===== config.mk =====
export PLATFORM = sky130hd
export DESIGN_NAME = seg7_scan_driver
export DESIGN_NICKNAME = d
export VERILOG_FILES = /design/src/rtl/seg7_scan_driver.sv
export SDC_FILE = /design/constraint.sdc
export NUM_CORES = 1
export LEC_CHECK = 0
export BUFFER_PORTS_ARGS = -buffer_cell sky130_fd_sc_hd__buf_2
export CORE_MARGIN = 2
export CORE_UTILIZATION = 55
export DETAILED_ROUTE_END_ITERATION = 8
export GPL_TIMING_DRIVEN = 0
export PLACE_DENSITY = 0.75
export SYNTH_ARGS = -nofsm -noshare
export SYNTH_HDL_FRONTEND = slang
export SYNTH_SLANG_ARGS = --single-unit
export TNS_END_PERCENT = 20

===== constraint.sdc =====
create_clock -name clk_i -period 2.9 [get_ports clk_i]
set_clock_uncertainty 0.15 [all_clocks]
set_input_delay 0.58 -clock clk_i [delete_from_list [all_inputs] [get_ports clk_i]]
set_output_delay 0.58 -clock clk_i [all_outputs]
set_load 0.005 [all_outputs]

===== src/rtl/seg7_scan_driver.sv =====
// Multiplexed common-anode 4-digit 7-segment driver with a shadowed BCD value,
// blanking between digit slots, leading-zero suppression and bad-digit flagging.
module seg7_scan_driver #(
  parameter int SCAN_DIV     = 50000,
  parameter int BLANK_CYCLES = 500
) (
  input  logic        clk_i,
  input  logic        reset_i,
  input  logic [15:0] value_i,
  input  logic [3:0]  dp_i,
  input  logic        load_i,
  input  logic        lz_en_i,
  output logic [3:0]  anode_o,
  output logic [6:0]  seg_o,
  output logic        dp_o,
  output logic        frame_o,
  output logic        err_o
);

  localparam int CW = (SCAN_DIV > 1) ? $clog2(SCAN_DIV) : 1;
  localparam logic [CW-1:0] LAST      = CW'(SCAN_DIV - 1);
  localparam logic [CW-1:0] BLANK_LIM = CW'(BLANK_CYCLES);

  typedef enum logic [1:0] {D0, D1, D2, D3} digit_t;

  logic [CW-1:0] cnt;
  digit_t        digit;
  logic [15:0]   shadow_val;
  logic [3:0]    shadow_dp;
  logic [15:0]   pend_val;
  logic [3:0]    pend_dp;
  logic          pend_flag;

  logic          slot_end;
  logic          boundary;
  logic          blank;
  logic          suppress;
  logic [1:0]    idx;
  logic [3:0]    nib;
  logic [6:0]    glyph;
  logic [3:1]    zero_from;
  logic          bad;
  logic [3:0]    nxt_anode;
  logic [6:0]    nxt_seg;
  logic          nxt_dp;

  always_comb begin
    slot_end = (cnt == LAST);
    boundary = slot_end && (digit == D3);
    blank    = (cnt < BLANK_LIM);
    idx      = digit;
    nib      = shadow_val[{idx, 2'b00} +: 4];

    // Digit k is a leading zero when it and every digit above it are zero.
    zero_from[3] = (shadow_val[15:12] == 4'd0);
    zero_from[2] = zero_from[3] && (shadow_val[11:8] == 4'd0);
    zero_from[1] = zero_from[2] && (shadow_val[7:4] == 4'd0);

    suppress = 1'b0;
    if (lz_en_i) begin
      case (digit)
        D1:      suppress = zero_from[1];
        D2:      suppress = zero_from[2];
        D3:      suppress = zero_from[3];
        default: suppress = 1'b0;
      endcase
    end

    case (nib)
      4'd0:    glyph = 7'b1000000;
      4'd1:    glyph = 7'b1111001;
      4'd2:    glyph = 7'b0100100;
      4'd3:    glyph = 7'b0110000;
      4'd4:    glyph = 7'b0011001;
      4'd5:    glyph = 7'b0010010;
      4'd6:    glyph = 7'b0000010;
      4'd7:    glyph = 7'b1111000;
      4'd8:    glyph = 7'b0000000;
      4'd9:    glyph = 7'b0010000;
      default: glyph = 7'b0111111;
    endcase

    bad = (shadow_val[3:0] > 4'd9) || (shadow_val[7:4] > 4'd9) ||
          (shadow_val[11:8] > 4'd9) || (shadow_val[15:12] > 4'd9);

    nxt_anode = blank ? 4'b1111 : ~(4'b0001 << idx);
    nxt_seg   = (blank || suppress) ? 7'b1111111 : glyph;
    nxt_dp    = (blank || suppress) ? 1'b1 : ~shadow_dp[idx];
  end

  // load_i is a one-cycle strobe with no back-pressure: a load away from the
  // frame boundary is parked in pending (last write wins) and promoted at the
  // boundary; a load on the boundary cycle goes straight to the shadow.
  always_ff @(posedge clk_i or posedge reset_i) begin
    if (reset_i) begin
      cnt        <= '0;
      digit      <= D0;
      shadow_val <= '0;
      shadow_dp  <= '0;
      pend_val   <= '0;
      pend_dp    <= '0;
      pend_flag  <= 1'b0;
      anode_o    <= 4'b1111;
      seg_o      <= 7'b1111111;
      dp_o       <= 1'b1;
      frame_o    <= 1'b0;
      err_o      <= 1'b0;
    end else begin
      cnt <= slot_end ? '0 : cnt + 1'b1;

      if (slot_end) begin
        case (digit)
          D0:      digit <= D1;
          D1:      digit <= D2;
          D2:      digit <= D3;
          default: digit <= D0;
        endcase
      end

      if (load_i && boundary) begin
        shadow_val <= value_i;
        shadow_dp  <= dp_i;
        pend_flag  <= 1'b0;
      end else if (load_i) begin
        pend_val  <= value_i;
        pend_dp   <= dp_i;
        pend_flag <= 1'b1;
      end else if (boundary && pend_flag) begin
        shadow_val <= pend_val;
        shadow_dp  <= pend_dp;
        pend_flag  <= 1'b0;
      end

      anode_o <= nxt_anode;
      seg_o   <= nxt_seg;
      dp_o    <= nxt_dp;
      frame_o <= boundary;
      err_o   <= bad;
    end
  end

endmodule


* After elaboration in Yosys (flattened, before gate mapping)
Memory sizes are Yosys's and may differ from the RTL's.
Cells that the tools add are included.
** Storage, ports and cells
- Flip-flop bits (word level) :: 73
- Latch bits :: 0
- Memory bits (writable) :: 0
- Bits in read-only memories :: 112
- Input port bits :: 24
- Memories :: 1
** Cells by class
- $add $sub $neg :: 1
- $mul :: 0
- Div/mod/pow operators :: 0
- $lt $le $gt $ge :: 6
- Equal/unequal tests :: 5
- Shifts and indexed selects :: 2
- Muxes and demuxes :: 18
- Bitwise gates (word level) :: 3
- Reductions and logical operators :: 17
** Memory list
- (name not given) :: depth 16, width 7, read ports 1, clocked after Yosys merged registers in 0, write ports 0, line 69 : case (nib)
** Operator list (count)
- $mux 16 :: 4
- $add 16x1->16 const B :: 1
- $eq 16x16->1 const B :: 1
- $gt 4x4->1 const B :: 4
- $lt 16x9->1 const B :: 1
- $mux 4 :: 4
- $shiftx 16x5->4 :: 1
- $logic_not 4->1 :: 3
- $mux 7 :: 1
- $mux 1 :: 6
- $pmux 2 s3 :: 1
- $logic_and 1x1->1 :: 5
- $eq 2x2->1 const B :: 2
- $logic_or 1x1->1 :: 4
- $not 4->4 :: 1
- $reduce_and 2->1 :: 2
- $shl 1x2->4 const A :: 1
- $lt 2x3->1 const B :: 1
- $pmux 1 s3 :: 1
- $reduce_bool 3->1 :: 1
- $bmux 1 s2 :: 1
- $eq 2x1->1 const B :: 1
- $logic_not 2->1 :: 1
- $ne 2x1->1 const B :: 1
- 2 further kinds :: 3

* Depth between registers and ports, before layout
Gate-level depths: netlist (run 1).
- Word-level depth :: 7
- Depth in mapped cells :: 8
- Mapped depth without buffers :: 7

* Worst setup path before layout (run 1)
No wires, ideal clock.
- Path kind :: reg-to-reg
- From :: register cnt[11]
- To :: register pend_dp[0]
- Data arrival time :: 2121 ps
- Data required time :: 2625 ps
- Slack :: 504 ps
- Cell stages (with the launch flop) :: 7
- Clock period less this slack :: 2396 ps
- Path through :: dfrtp_1 or4_4 or4_1 buf_4 nand2_8 buf_12 mux2_4
** Between the ends
- Longest elaborated chain between the ends :: 5
** RTL lines
- start: declaration :: line 26 : logic [CW-1:0] cnt;
- start signal: assignment :: line 109 : cnt <= slot_end ? '0 : cnt + 1'b1;
- $eq 16x16->1 :: line 48 : slot_end = (cnt == LAST);
- $logic_and 1x1->1 :: line 49 : boundary = slot_end && (digit == D3);
- $logic_and 1x1->1 :: line 120 : if (load_i && boundary) begin
- $not 1->1 (no source line)
- $reduce_and 2->1 (no source line)
- end signal: assignment :: line 126 : pend_dp <= dp_i;
- end: declaration :: line 31 : logic [3:0] pend_dp;
Every way passes these cells.
A chain may end at the register's enable or synchronous reset.

* Worst setup path in the final report (run 1)
- From :: register cnt[11]
- To :: register pend_val[9]
** Between the ends
- Longest elaborated chain between the ends :: 5
** RTL lines
- $eq 16x16->1 :: line 48
- $logic_and 1x1->1 :: line 49
- $logic_and 1x1->1 :: line 120
- $not 1->1 (no source line)
- $reduce_and 2->1 (no source line)
- end signal: assignment :: line 125 : pend_val <= value_i;
- end: declaration :: line 30 : logic [15:0] pend_val;
Every way passes these cells.

==> impl_summary.log, run 1 <==
[metrics] run status: finished clean
[metrics] global routing usage on met3: 4.66%
[metrics] total gr overflow: 0
[metrics] sum of routed wire length over all layers: 8520 um
[metrics] capture instance of the worst register-to-register path: pend_val[9]$_DFFE_PP0P_
[metrics] Final Instance Area: 4460 um2
[metrics] PnR worst setup slack: 358 ps
[metrics] worst reg2reg startpoint: cnt[11]$_DFF_PP0_
[metrics] area growth from synthesis to layout: 13.5%
[metrics] synthesized net count: 397
[metrics] Avg Cell Area, Syn: 10.8 um2
[metrics] CTS clock-pin slew for the worst setup and hold paths: 80 ps
[metrics] wire length of the first global-routing pass: 14,100 um
[metrics] pin count of the biggest net entering global routing: 74
[metrics] library cell with the largest summed area after synthesis: dfrtp_1
[metrics] standard cell core area: 6870 um2
[metrics] horizontal die dimension: 88.6 um
[metrics] power per cell area: 471 nW/um2
[metrics] Synth Flop Type: dfrtp_1
[metrics] clock tree from TritonCTS: built
[metrics] DRT iter0 DRCs: 188
[metrics] critical path's largest stage delay: 590 ps
[metrics] die footprint: 7840 um2
[metrics] routed len/inst: 16.6 um
[metrics] post-CTS setup buffers: 0
[metrics] post-detailed-placement cell area: 4240 um2
[metrics] setup slack at placement: 384 ps
[metrics] minimum period implied by the final worst setup slack: 2540 ps
[metrics] TritonCTS Sinks: 73
[metrics] vias in the first global route: 2,932
[metrics] total via count in the routed design: 2,974
[metrics] number of maximum-capacitance constraint violations: 0
[metrics] worst hold slack: 238 ps
[metrics] nets: 445
[metrics] Ant. Diodes: 0
[metrics] number of resized instances in the post-cts repair step: 0
[metrics] post-synthesis cell area: 3930 um2
[metrics] CTS max path bufs: 2
[metrics] number of library cell types mapped by synthesis: 47
[metrics] number of buffers inserted for hold repair after clock tree synthesis: 0
[metrics] source-to-sink clock delay at the later pin of the worst-skew pair: 360 ps
[metrics] worst vdd rail ir drop: 0.353 mV
[metrics] total of endpoints with negative setup slack in the final report: 0
[metrics] number of pins with negative max-slew slack in the final report: 0
[metrics] Worst Hold Class: in2async
[metrics] #FFs+latches synth: 73
[metrics] met1 routing resource usage after global routing: 33.4%
[metrics] number of filler cells placed in the layout: 544
[metrics] maximum net fanout on the critical path: 10
[metrics] setup slack on the worst flop-to-flop path: 360 ps
[metrics] busiest grt layer: met2
[metrics] asr flop ratio synth: 100%
[metrics] initial antenna violation count: 0
[metrics] Starting Density: 57.3%
[metrics] aggregate negative setup slack: 0 ps
[metrics] number of levels in the clock H-tree: 3
[metrics] transition at the pin with the smallest max-transition slack: 866 ps
[metrics] Yosys warnings: 0
[metrics] standby leakage power: 1.95 nW
[metrics] Vias/cell: 5.81
[metrics] root buffer cell: clkbuf_8
[metrics] half-perimeter wire length after placement: 5870 um
[metrics] CP cell instances: or4_4 -> or4_1 -> buf_4 -> nand2_8 -> buf_12 -> mux2_4
[metrics] type of origin of the critical path: flop
[metrics] gate count after technology mapping: 363
[metrics] top cells by area, synth: dfrtp_1, dfstp_2, mux2_4
[metrics] number of cell instances on the worst register-to-register path: 6
[metrics] FMAX: 393 MHz
[metrics] Inserted Clock Buffers: 9
[metrics] post-detailed-route DRC marker count: 0
[metrics] area of the multi-input gates: 1840 um2
[metrics] share of the cycle needed by the critical path after routing: 87.7%
[metrics] number of top-level design ports: 38
[metrics] IO Port Bufs: 37
[metrics] combined flip-flop and latch cell area: 1840 um2
[metrics] Post-synth EDFFs: 0
[metrics] chip height: 88.6 um
[metrics] total count of hold-check failures in the final report: 0
[metrics] DRT Pass-1 Iters: 4
[metrics] worst endpoint data arrival time: 2640 ps
[metrics] setup repair after global routing missed its margin: no
[metrics] Final ANT Viol Nets: 0
[metrics] number of rows created at floorplan: 30
[metrics] slowest cell on the critical path: or4_4
[metrics] startpoint-to-endpoint class of the critical path: reg2reg
[metrics] Rel. slew slack: 42.3%
[metrics] part of the Yosys area used for sequential elements: 46.8%
[metrics] RD Place Congestion: 0.911
[metrics] fraction of synthesized cell area taken by the top area cell type: 38.8%
[metrics] global-route track usage on met2: 35.4%
[metrics] critical path required time: 3000 ps
[metrics] fraction of layout instances using a drive strength above 1: 24.3%
[metrics] GRT Resource Usage Total: 24.0%
[metrics] Setup crit end kind: flop
[metrics] Setup crit start: cnt[11]$_DFF_PP0_
[worst max path at each step]
stage / endpoint
floorplan: cnt[0]$_DFF_PP0_
finish: pend_val[9]$_DFFE_PP0P_
CTS: pend_val[9]$_DFFE_PP0P_
detailed placement: pend_val[15]$_DFFE_PP0P_
global route: digit[0]$_DFFE_PP0N_
global placement: pend_dp[1]$_DFFE_PP0P_
[registers in the layout, summed over array words and instances (netlist names), 2 cells and up]
| register | flops |
|---|---|
| seg_o | 7 |
| cnt | 16 |
| pend_dp | 4 |
| digit | 2 |
| pend_val | 16 |
| shadow_dp | 4 |
| anode_o | 4 |
| shadow_val | 16 |
[cell type report]
class / count / share of cell area, %
clock buffers: 11 / 3.17
clock inverters: 5 / 1.79
inverters: 29 / 2.50
repair buffers: 37 / 4.15
multi-input cells: 236 / 41.1
plain buffers: 25 / 3.31
well taps: 96 / 2.69
flip-flops and latches: 73 / 41.3
[where the power goes]
part | internal (mW) | total (mW) | switching (mW)
combinational | 0.0765 | 0.141 | 0.0643
sequential | 1.05 | 1.06 | 0.0155
clock | 0.507 | 0.901 | 0.395
total | 1.63 | 2.10 | 0.474
[kinds of logic (layout without fill, tap and decap cells)]
logic type | count (synthesis) | after routing | share of synthesized area, %
and+or+nand+nor | 87 | 87 | 12.6
muxes | 27 | 27 | 11.0
AOI/OAI and AO/OA | 101 | 101 | 17.4
xor gates and xnor gates | 11 | 11 | 2.45
adders and majority gates | 10 | 10 | 3.18
DFF | 73 | 73 | 46.8
buffers and inverters | 54 | 107 | 6.52
[critical path, delay by kind of cell, from the launching register on]
family	cells	cell delay (ps)
simple gates	3	1220
flops	1	420
buf+inv	2	330
mux	1	310
[cell usage in the layout (no fill, tap or decap), types with 3 or more instances in the layout]
cell	n
nor2_1	17
o22ai_1	19
inv_1	28
nor4_1	4
o21ai_0	8
nor3_1	5
nand2b_1	26
o31ai_1	19
nand2_1	11
nand4_1	5
a21o_1	4
nand3_1	3
clkbuf_8	10
xnor2_1	6
buf_2	39
dfstp_2	12
a21oi_1	21
mux4_2	5
xor2_1	5
ha_1	10
dfrtp_1	61
and3_1	5
clkbuf_1	19
o41ai_1	19
mux2_4	20
[synthesized netlist by cell type (2+ instances only)]
| cell type | count |
|---|---|
| a21o_1 | 4 |
| a21oi_1 | 21 |
| and2_1 | 2 |
| and3_1 | 5 |
| buf_12 | 2 |
| buf_2 | 2 |
| buf_6 | 2 |
| clkbuf_1 | 18 |
| dfrtp_1 | 61 |
| dfstp_2 | 12 |
| ha_1 | 10 |
| inv_1 | 29 |
| mux2_4 | 20 |
| mux4_2 | 5 |
| nand2_1 | 11 |
| nand2b_1 | 26 |
| nand3_1 | 3 |
| nand4_1 | 5 |
| nor2_1 | 17 |
| nor2b_1 | 2 |
| nor3_1 | 5 |
| nor4_1 | 4 |
| o211ai_1 | 2 |
| o21ai_0 | 8 |
| o21ai_1 | 2 |
| o22ai_1 | 19 |
| o31ai_1 | 19 |
| o41ai_1 | 19 |
| xnor2_1 | 6 |
| xor2_1 | 5 |
[through the flow]
step	total power [mW]	util [%]	cells
2_1_floorplan	1.18	-	363
3_3_place_gp	1.22	61.7	496
3_5_place_dp	1.22	61.7	496
4_1_cts	2.11	65.0	512
5_1_grt	2.17	65.0	512
6_report	2.10	65.0	512
[per-layer routing]
layer  part of all wire [%]  vias to the layer above
met1                     45                     1442
met3                    5.6                       22
met5                      0                        -
met2                     46                       88
li1                       -                     1422
met4                    2.9                        0
No activity file was read; power rests on OpenSTA's default activity.
==> run 2: changes to the inputs <==
- CTS_BUF_LIST: default -> sky130_fd_sc_hd__clkbuf_4 sky130_fd_sc_hd__clkbuf_8
==> run 2 against run 1 <==
Largest cell class unchanged. Core utilization increased by 0.055 points. Non-clock buffer count unchanged. Cell count unchanged. Via count increased by 0.84%. Critical path type unchanged.
==> impl_summary.log, run 2 (same netlist as run 1, synthesis figures left out) <==
[metrics] wire length of the first global-routing pass: 14,100 um (about the same)
[metrics] TritonCTS Sinks: 73 (unchanged)
[metrics] capture instance of the worst register-to-register path: pend_val[9]$_DFFE_PP0P_
[metrics] nets: 445 (unchanged)
[metrics] placed instance count: 496 (unchanged)
[metrics] area of the multi-input gates: 1840 um2 (unchanged)
[metrics] Rel. slew slack: 41.9% (-0.40 points)
[metrics] share of the cycle needed by the critical path after routing: 87.7% (about the same)
[metrics] maximum net fanout on the critical path: 10 (unchanged)
[metrics] Starting Density: 57.3% (unchanged)
[metrics] worst vdd rail ir drop: 0.350 mV (-0.84%)
[metrics] horizontal die dimension: 88.6 um (unchanged)
[metrics] Inserted Clock Buffers: 9 (unchanged)
[metrics] source-to-sink clock delay at the later pin of the worst-skew pair: 360 ps (about the same)
[metrics] critical path's largest stage delay: 590 ps (about the same)
[metrics] PnR worst setup slack: 355 ps (-2.38 ps)
[metrics] total gr overflow: 0 (unchanged)
[metrics] worst hold slack: 238 ps (+0.464 ps)
[metrics] CP cell instances: or4_4 -> or4_1 -> buf_4 -> nand2_8 -> buf_12 -> mux2_4
[metrics] CTS clock-pin slew for the worst setup and hold paths: 80 ps (about the same)
[metrics] global routing usage on met3: 4.66% (unchanged)
[metrics] met1 routing resource usage after global routing: 33.4% (unchanged)
[metrics] IO Port Bufs: 37 (unchanged)
[metrics] transition at the pin with the smallest max-transition slack: 872 ps (+5.99 ps)
[metrics] Setup crit end kind: flop
[metrics] number of top-level design ports: 38 (unchanged)
[metrics] RD Place Congestion: 0.911 (unchanged)
[metrics] die footprint: 7840 um2 (unchanged)
[metrics] half-perimeter wire length after placement: 5870 um (unchanged)
[metrics] routed len/inst: 16.6 um (-0.29%)
[metrics] CTS max path bufs: 2 (unchanged)
[metrics] largest registers in the final layout: cnt x16, pend_val x16, shadow_val x16
[metrics] most used cells in the layout excluding fill and tap cells: dfrtp_1, buf_2, inv_1
[metrics] number of buffers inserted for hold repair after clock tree synthesis: 0 (unchanged)
[metrics] area growth from synthesis to layout: 13.5% (about the same)
[metrics] FMAX: 393 MHz (about the same)
[metrics] type of origin of the critical path: flop
[metrics] busiest grt layer: met2
[metrics] global-route track usage on met2: 35.4% (unchanged)
[metrics] slowest cell on the critical path: or4_4
[metrics] final cell count without fillers: 512 (unchanged)
[metrics] setup slack at placement: 384 ps (unchanged)
[metrics] Vias/cell: 5.86 (+0.84%)
[metrics] number of maximum-capacitance constraint violations: 0 (unchanged)
[metrics] vias in the first global route: 2,923 (-0.31%)
[metrics] Ant. Diodes: 0 (unchanged)
[metrics] Final ANT Viol Nets: 0 (unchanged)
[metrics] chip height: 88.6 um (unchanged)
[metrics] startpoint-to-endpoint class of the critical path: reg2reg
[metrics] post-CTS setup buffers: 0 (unchanged)
[metrics] number of pins with negative max-slew slack in the final report: 0 (unchanged)
[metrics] total of endpoints with negative setup slack in the final report: 0 (unchanged)
[metrics] minimum period implied by the final worst setup slack: 2540 ps (+2.38 ps)
[metrics] pin count of the biggest net entering global routing: 74 (unchanged)
[metrics] setup slack on the worst flop-to-flop path: 360 ps (about the same)
[metrics] worst endpoint data arrival time: 2640 ps (about the same)
[metrics] sum of routed wire length over all layers: 8500 um (-0.29%)
[metrics] most common cell after layout, fill and taps aside: dfrtp_1
[metrics] critical path required time: 3000 ps (about the same)
[metrics] Worst Hold Class: in2async
[metrics] clock tree from TritonCTS: built
[metrics] number of cell instances on the worst register-to-register path: 6 (unchanged)
[metrics] setup repair after global routing missed its margin: no
[metrics] number of levels in the clock H-tree: 3 (unchanged)
[metrics] fraction of layout instances using a drive strength above 1: 24.5% (+0.24 points)
[metrics] total count of hold-check failures in the final report: 0 (unchanged)
[metrics] number of filler cells placed in the layout: 544 (unchanged)
[metrics] combined flip-flop and latch cell area: 1840 um2 (unchanged)
[metrics] root buffer cell: clkbuf_8
[metrics] total power: 2.11 mW (+0.20%)
[metrics] worst reg2reg startpoint: cnt[11]$_DFF_PP0_
[metrics] number of rows created at floorplan: 30 (unchanged)
[metrics] run status: finished clean
[metrics] standard cell core area: 6870 um2 (unchanged)
[metrics] number of resized instances in the post-cts repair step: 0 (unchanged)
[metrics] GRT Resource Usage Total: 23.9% (-0.039 points)
[metrics] initial antenna violation count: 0 (unchanged)
[metrics] total via count in the routed design: 2,999 (+0.84%)
[metrics] power per cell area: 472 nW/um2 (+0.12%)
[metrics] DRT iter0 DRCs: 215 (+14%)
[metrics] standby leakage power: 1.95 nW (+0.18%)
[metrics] post-detailed-route DRC marker count: 0 (unchanged)
[metrics] DRT Pass-1 Iters: 4 (unchanged)
## run 2: worst max-delay path by stage
stage	endpoint	slack [ps]	cells past startpoint	from
floorplan	cnt[0]$_DFF_PP0_	340	1	reset_i
global placement	pend_dp[1]$_DFFE_PP0P_	-490	2	reset_i
detailed placement	pend_val[15]$_DFFE_PP0P_	380	6	cnt[11]$_DFF_PP0_
CTS	pend_val[9]$_DFFE_PP0P_	360	6	cnt[11]$_DFF_PP0_
global route	digit[0]$_DFFE_PP0N_	300	4	cnt[11]$_DFF_PP0_
finish	pend_val[9]$_DFFE_PP0P_	360	6	cnt[11]$_DFF_PP0_
## run 2: power by group
part | internal [mW] | switching [mW] | total (mW)
logic | 0.0765 | 0.0641 | 0.141
registers | 1.05 | 0.0155 | 1.06
clock network | 0.516 | 0.390 | 0.906
total | 1.64 | 0.469 | 2.11
## run 2: critical path, delay by kind of cell (launching register included)
| family | cells | cell delay (ps) |
|---|---|---|
| multiplexers | 1 | 310 |
| flip-flops | 1 | 420 |
| buffers and inverters | 2 | 330 |
| AND/OR/NAND/NOR | 3 | 1220 |
## run 2: layer usage
| layer | part of all wire (%) | wire (um) | vias to the layer above |
|---|---|---|---|
| met5 | 0 | 0 | - |
| met4 | 3.1 | 261 | 0 |
| met3 | 4.8 | 408 | 23 |
| met2 | 46 | 3930 | 102 |
| met1 | 46 | 3900 | 1455 |
| li1 | - | - | 1419 |
## run 2: layout make-up
cell class	instances	area share (%)
Inverter	29	2.49
Tap cell	96	2.69
Clock buffer	11	3.25
Multi-Input combinational cell	236	41.1
Timing Repair Buffer	37	4.15
Buffer	25	3.31
Clock inverter	5	1.79
Sequential cell	73	41.2
## run 2: per-stage QoR
stage | setup TNS (ps) | utilization, % | cell area (um2)
after floorplan | 0 | - | 3930
final | 0 | 65.0 | 4470
after detailed placement | 0 | 61.7 | 4240
after CTS | 0 | 65.0 | 4470
after global routing | 0 | 65.0 | 4470
after global placement | -29450 | 61.7 | 4240
==> run 3: changes to the inputs <==
- CELL_PAD_IN_SITES_DETAIL_PLACEMENT: default -> 1
- CELL_PAD_IN_SITES_GLOBAL_PLACEMENT: default -> 1
- CORE_UTILIZATION: 55 -> 45
- PLACE_DENSITY: 0.75 -> default
- PLACE_DENSITY_LB_ADDON: default -> 0.1
==> run 3 against run 2 <==
Maximum frequency fell by 0.98%. Register-to-register slack got worse by 30 ps. Final area rose by 0.70%. Sequential power about the same. Cell count is 2.7% higher. Core utilization down 13 points. Hold slack improved by 82 ps. Critical path type unchanged.
==> impl_summary.log, run 3 (same netlist as run 1, synthesis figures left out) <==
[metrics] post-detailed-route DRC marker count: 0 (unchanged)
[metrics] root buffer cell: clkbuf_8
[metrics] worst endpoint data arrival time: 2650 ps (about the same)
[metrics] FMAX: 389 MHz (-0.98%)
[metrics] global-route track usage on met2: 37.2% (+1.8 points)
[metrics] IO Port Bufs: 37 (unchanged)
[metrics] number of cell instances on the worst register-to-register path: 6 (unchanged)
[metrics] number of levels in the clock H-tree: 3 (unchanged)
[metrics] total via count in the routed design: 3,041 (+1.4%)
[metrics] number of top-level design ports: 38 (unchanged)
[metrics] setup slack on the worst flop-to-flop path: 330 ps (-30 ps)
[metrics] run status: finished clean
[metrics] nets: 447 (+0.45%)
[metrics] half-perimeter wire length after placement: 6980 um (+19%)
[metrics] routed len/inst: 18.9 um (+14%)
[metrics] PnR worst setup slack: 330 ps (-25.2 ps)
[metrics] met1 routing resource usage after global routing: 28.7% (-4.6 points)
[metrics] CP cell instances: or4_4 -> or4_1 -> buf_4 -> nand2_8 -> buf_12 -> mux2_4
[metrics] worst vdd rail ir drop: 0.253 mV (-28%)
[metrics] setup slack at placement: 356 ps (-28.2 ps)
[metrics] depth of the worst hold-timing path: 2
[metrics] critical path required time: 2980 ps (-20 ps)
[metrics] critical path's largest stage delay: 570 ps (-20 ps)
[metrics] number of rows created at floorplan: 34 (+13%)
[metrics] setup repair after global routing missed its margin: no
[metrics] DRT iter0 DRCs: 128 (-40%)
[metrics] capture instance of the worst register-to-register path: pend_val[4]$_DFFE_PP0P_
[metrics] total of endpoints with negative setup slack in the final report: 0 (unchanged)
[metrics] number of pins with negative max-slew slack in the final report: 0 (unchanged)
[metrics] standard cell core area: 8590 um2 (+25%)
[metrics] Vias/cell: 5.78 (-1.3%)
[metrics] total count of hold-check failures in the final report: 0 (unchanged)
[metrics] Setup crit end kind: flop
[metrics] most common cell after layout, fill and taps aside: dfrtp_1
[metrics] DRT Pass-1 Iters: 4 (unchanged)
[metrics] Hold Path Sink: pend_val[10]$_DFFE_PP0P_
[metrics] vias in the first global route: 3,287 (+12%)
[metrics] chip height: 97.5 um (+10%)
[metrics] slowest cell on the critical path: or4_4
[metrics] Ant. Diodes: 0 (unchanged)
[metrics] busiest grt layer: met2
[metrics] transition at the pin with the smallest max-transition slack: 708 ps (-163 ps)
[metrics] wire length of the first global-routing pass: 16,700 um (+18%)
[metrics] number of maximum-capacitance constraint violations: 0 (unchanged)
[metrics] final cell count without fillers: 526 (+2.7%)
[metrics] post-detailed-placement cell area: 4280 um2 (+1.0%)
[metrics] pin count of the biggest net entering global routing: 62 (-16%)
[metrics] sum of routed wire length over all layers: 9930 um (+17%)
[metrics] placed instance count: 509 (+2.6%)
[metrics] area growth from synthesis to layout: 14.3%
[metrics] CTS clock-pin slew for the worst setup and hold paths: 90 ps (about the same)
[metrics] global routing usage on met3: 3.60% (-1.1 points)
[metrics] hold path start: value_i[10]
[metrics] Final ANT Viol Nets: 0 (unchanged)
[metrics] fraction of layout instances using a drive strength above 1: 24.6% (+0.12 points)
[metrics] combined flip-flop and latch cell area: 1840 um2 (unchanged)
[metrics] type of origin of the critical path: flop
[metrics] Rel. slew slack: 52.0% (+10 points)
[metrics] minimum period implied by the final worst setup slack: 2570 ps (+25.2 ps)
[metrics] horizontal die dimension: 97.5 um (+10%)
[metrics] Worst Hold Class: in2reg
[metrics] RD Place Congestion: 0.823 (-9.7%)
[metrics] number of filler cells placed in the layout: 959 (+76%)
[metrics] GRT Resource Usage Total: 22.1% (-1.8 points)
[metrics] Starting Density: 45.8% (-11 points)
[metrics] maximum net fanout on the critical path: 10 (unchanged)
[metrics] CTS max path bufs: 2 (unchanged)
[metrics] initial antenna violation count: 0 (unchanged)
[metrics] source-to-sink clock delay at the later pin of the worst-skew pair: 360 ps (about the same)
[metrics] Final Instance Area: 4500 um2 (+0.70%)
[metrics] worst reg2reg startpoint: cnt[10]$_DFF_PP0_
[metrics] startpoint-to-endpoint class of the critical path: reg2reg
[metrics] standby leakage power: 1.97 nW (+0.74%)
[metrics] die footprint: 9510 um2 (+21%)
[metrics] clock tree from TritonCTS: built
[metrics] largest registers in the final layout: cnt x16, pend_val x16, shadow_val x16
[metrics] TritonCTS Sinks: 73 (unchanged)
[metrics] total gr overflow: 0 (unchanged)
[metrics] post-CTS setup buffers: 0 (unchanged)
[metrics] most used cells in the layout excluding fill and tap cells: dfrtp_1, buf_2, inv_1
[metrics] aggregate negative setup slack: 0 ps (unchanged)
[metrics] share of the cycle needed by the critical path after routing: 88.6% (+0.87 points)
[metrics] Inserted Clock Buffers: 9 (unchanged)
[metrics] area of the multi-input gates: 1840 um2 (unchanged)
[metrics] power per cell area: 457 nW/um2 (-3.2%)
==> run 3: changes by cell type in the layout (fill, tap and decap cells not counted) <==
cell	before	now
buf_16	0	1
inv_6	0	1
bufinv_16	2	1
clkbuf_4	1	0
clkinvlp_4	2	0
dlygate4sd3_1	0	1
clkinv_2	1	2
clkinv_4	0	2
==> run 3: power by group <==
group	leakage (nW)	internal, mW	total (mW)	switching (mW)
registers	0.912	1.05	1.06	0.0157
clock network	0.107	0.424	0.844	0.420
logic	0.950	0.0813	0.149	0.0680
==> run 3: routing by layer <==
layer / part of all wire [%] / vias up
li1: - / 1424
met1: 44 / 1532
met2: 50 / 68
met3: 4.2 / 17
met4: 2.1 / 0
met5: 0 / -
==> run 3: repair_timing <==
item,CTS,global route
hold buffers,1,0
resized for setup,0,0
endpoints found under the hold margin,12,0
==> run 3: worst max-delay path by stage <==
| stage | startpoint | endpoint | slack (ps) | depth (start not counted) |
|---|---|---|---|---|
| CTS | cnt[10]$_DFF_PP0_ | pend_val[4]$_DFFE_PP0P_ | 320 | 6 |
| detailed placement | cnt[10]$_DFF_PP0_ | pend_dp[0]$_DFFE_PP0P_ | 360 | 6 |
| floorplan | reset_i | cnt[0]$_DFF_PP0_ | 340 | 1 |
| global route | cnt[10]$_DFF_PP0_ | digit[1]$_DFFE_PP0N_ | 160 | 4 |
| finish | cnt[10]$_DFF_PP0_ | pend_val[4]$_DFFE_PP0P_ | 330 | 6 |
| global placement | reset_i | pend_val[10]$_DFFE_PP0P_ | -650 | 2 |
==> run 3: critical path, delay by kind of cell, from the launching register on <==
family / cells / cell delay (ps)
mux: 1 / 300
flops: 1 / 440
simple gates: 3 / 1210
buf+inv: 2 / 330
==> run 3: final cells by class <==
type / count / area share, %
multi-input cells: 236 / 40.8
repair buffers: 39 / 4.95
clock buffers: 10 / 3.06
clock inverters: 6 / 1.47
plain buffers: 25 / 3.28
inverters: 29 / 2.48
well taps: 108 / 3.00
flip-flops and latches: 73 / 40.9
==> run 3: per-stage QoR <==
step | hold WS, ps | util [%] | total power, mW
after floorplan | 305 | - | 1.18
final | 320 | 52.3 | 2.06
after detailed placement | 330 | 49.9 | 1.23
after global placement | 325 | 49.5 | 1.22
after CTS | 314 | 52.3 | 2.06
after global routing | 318 | 52.3 | 2.13
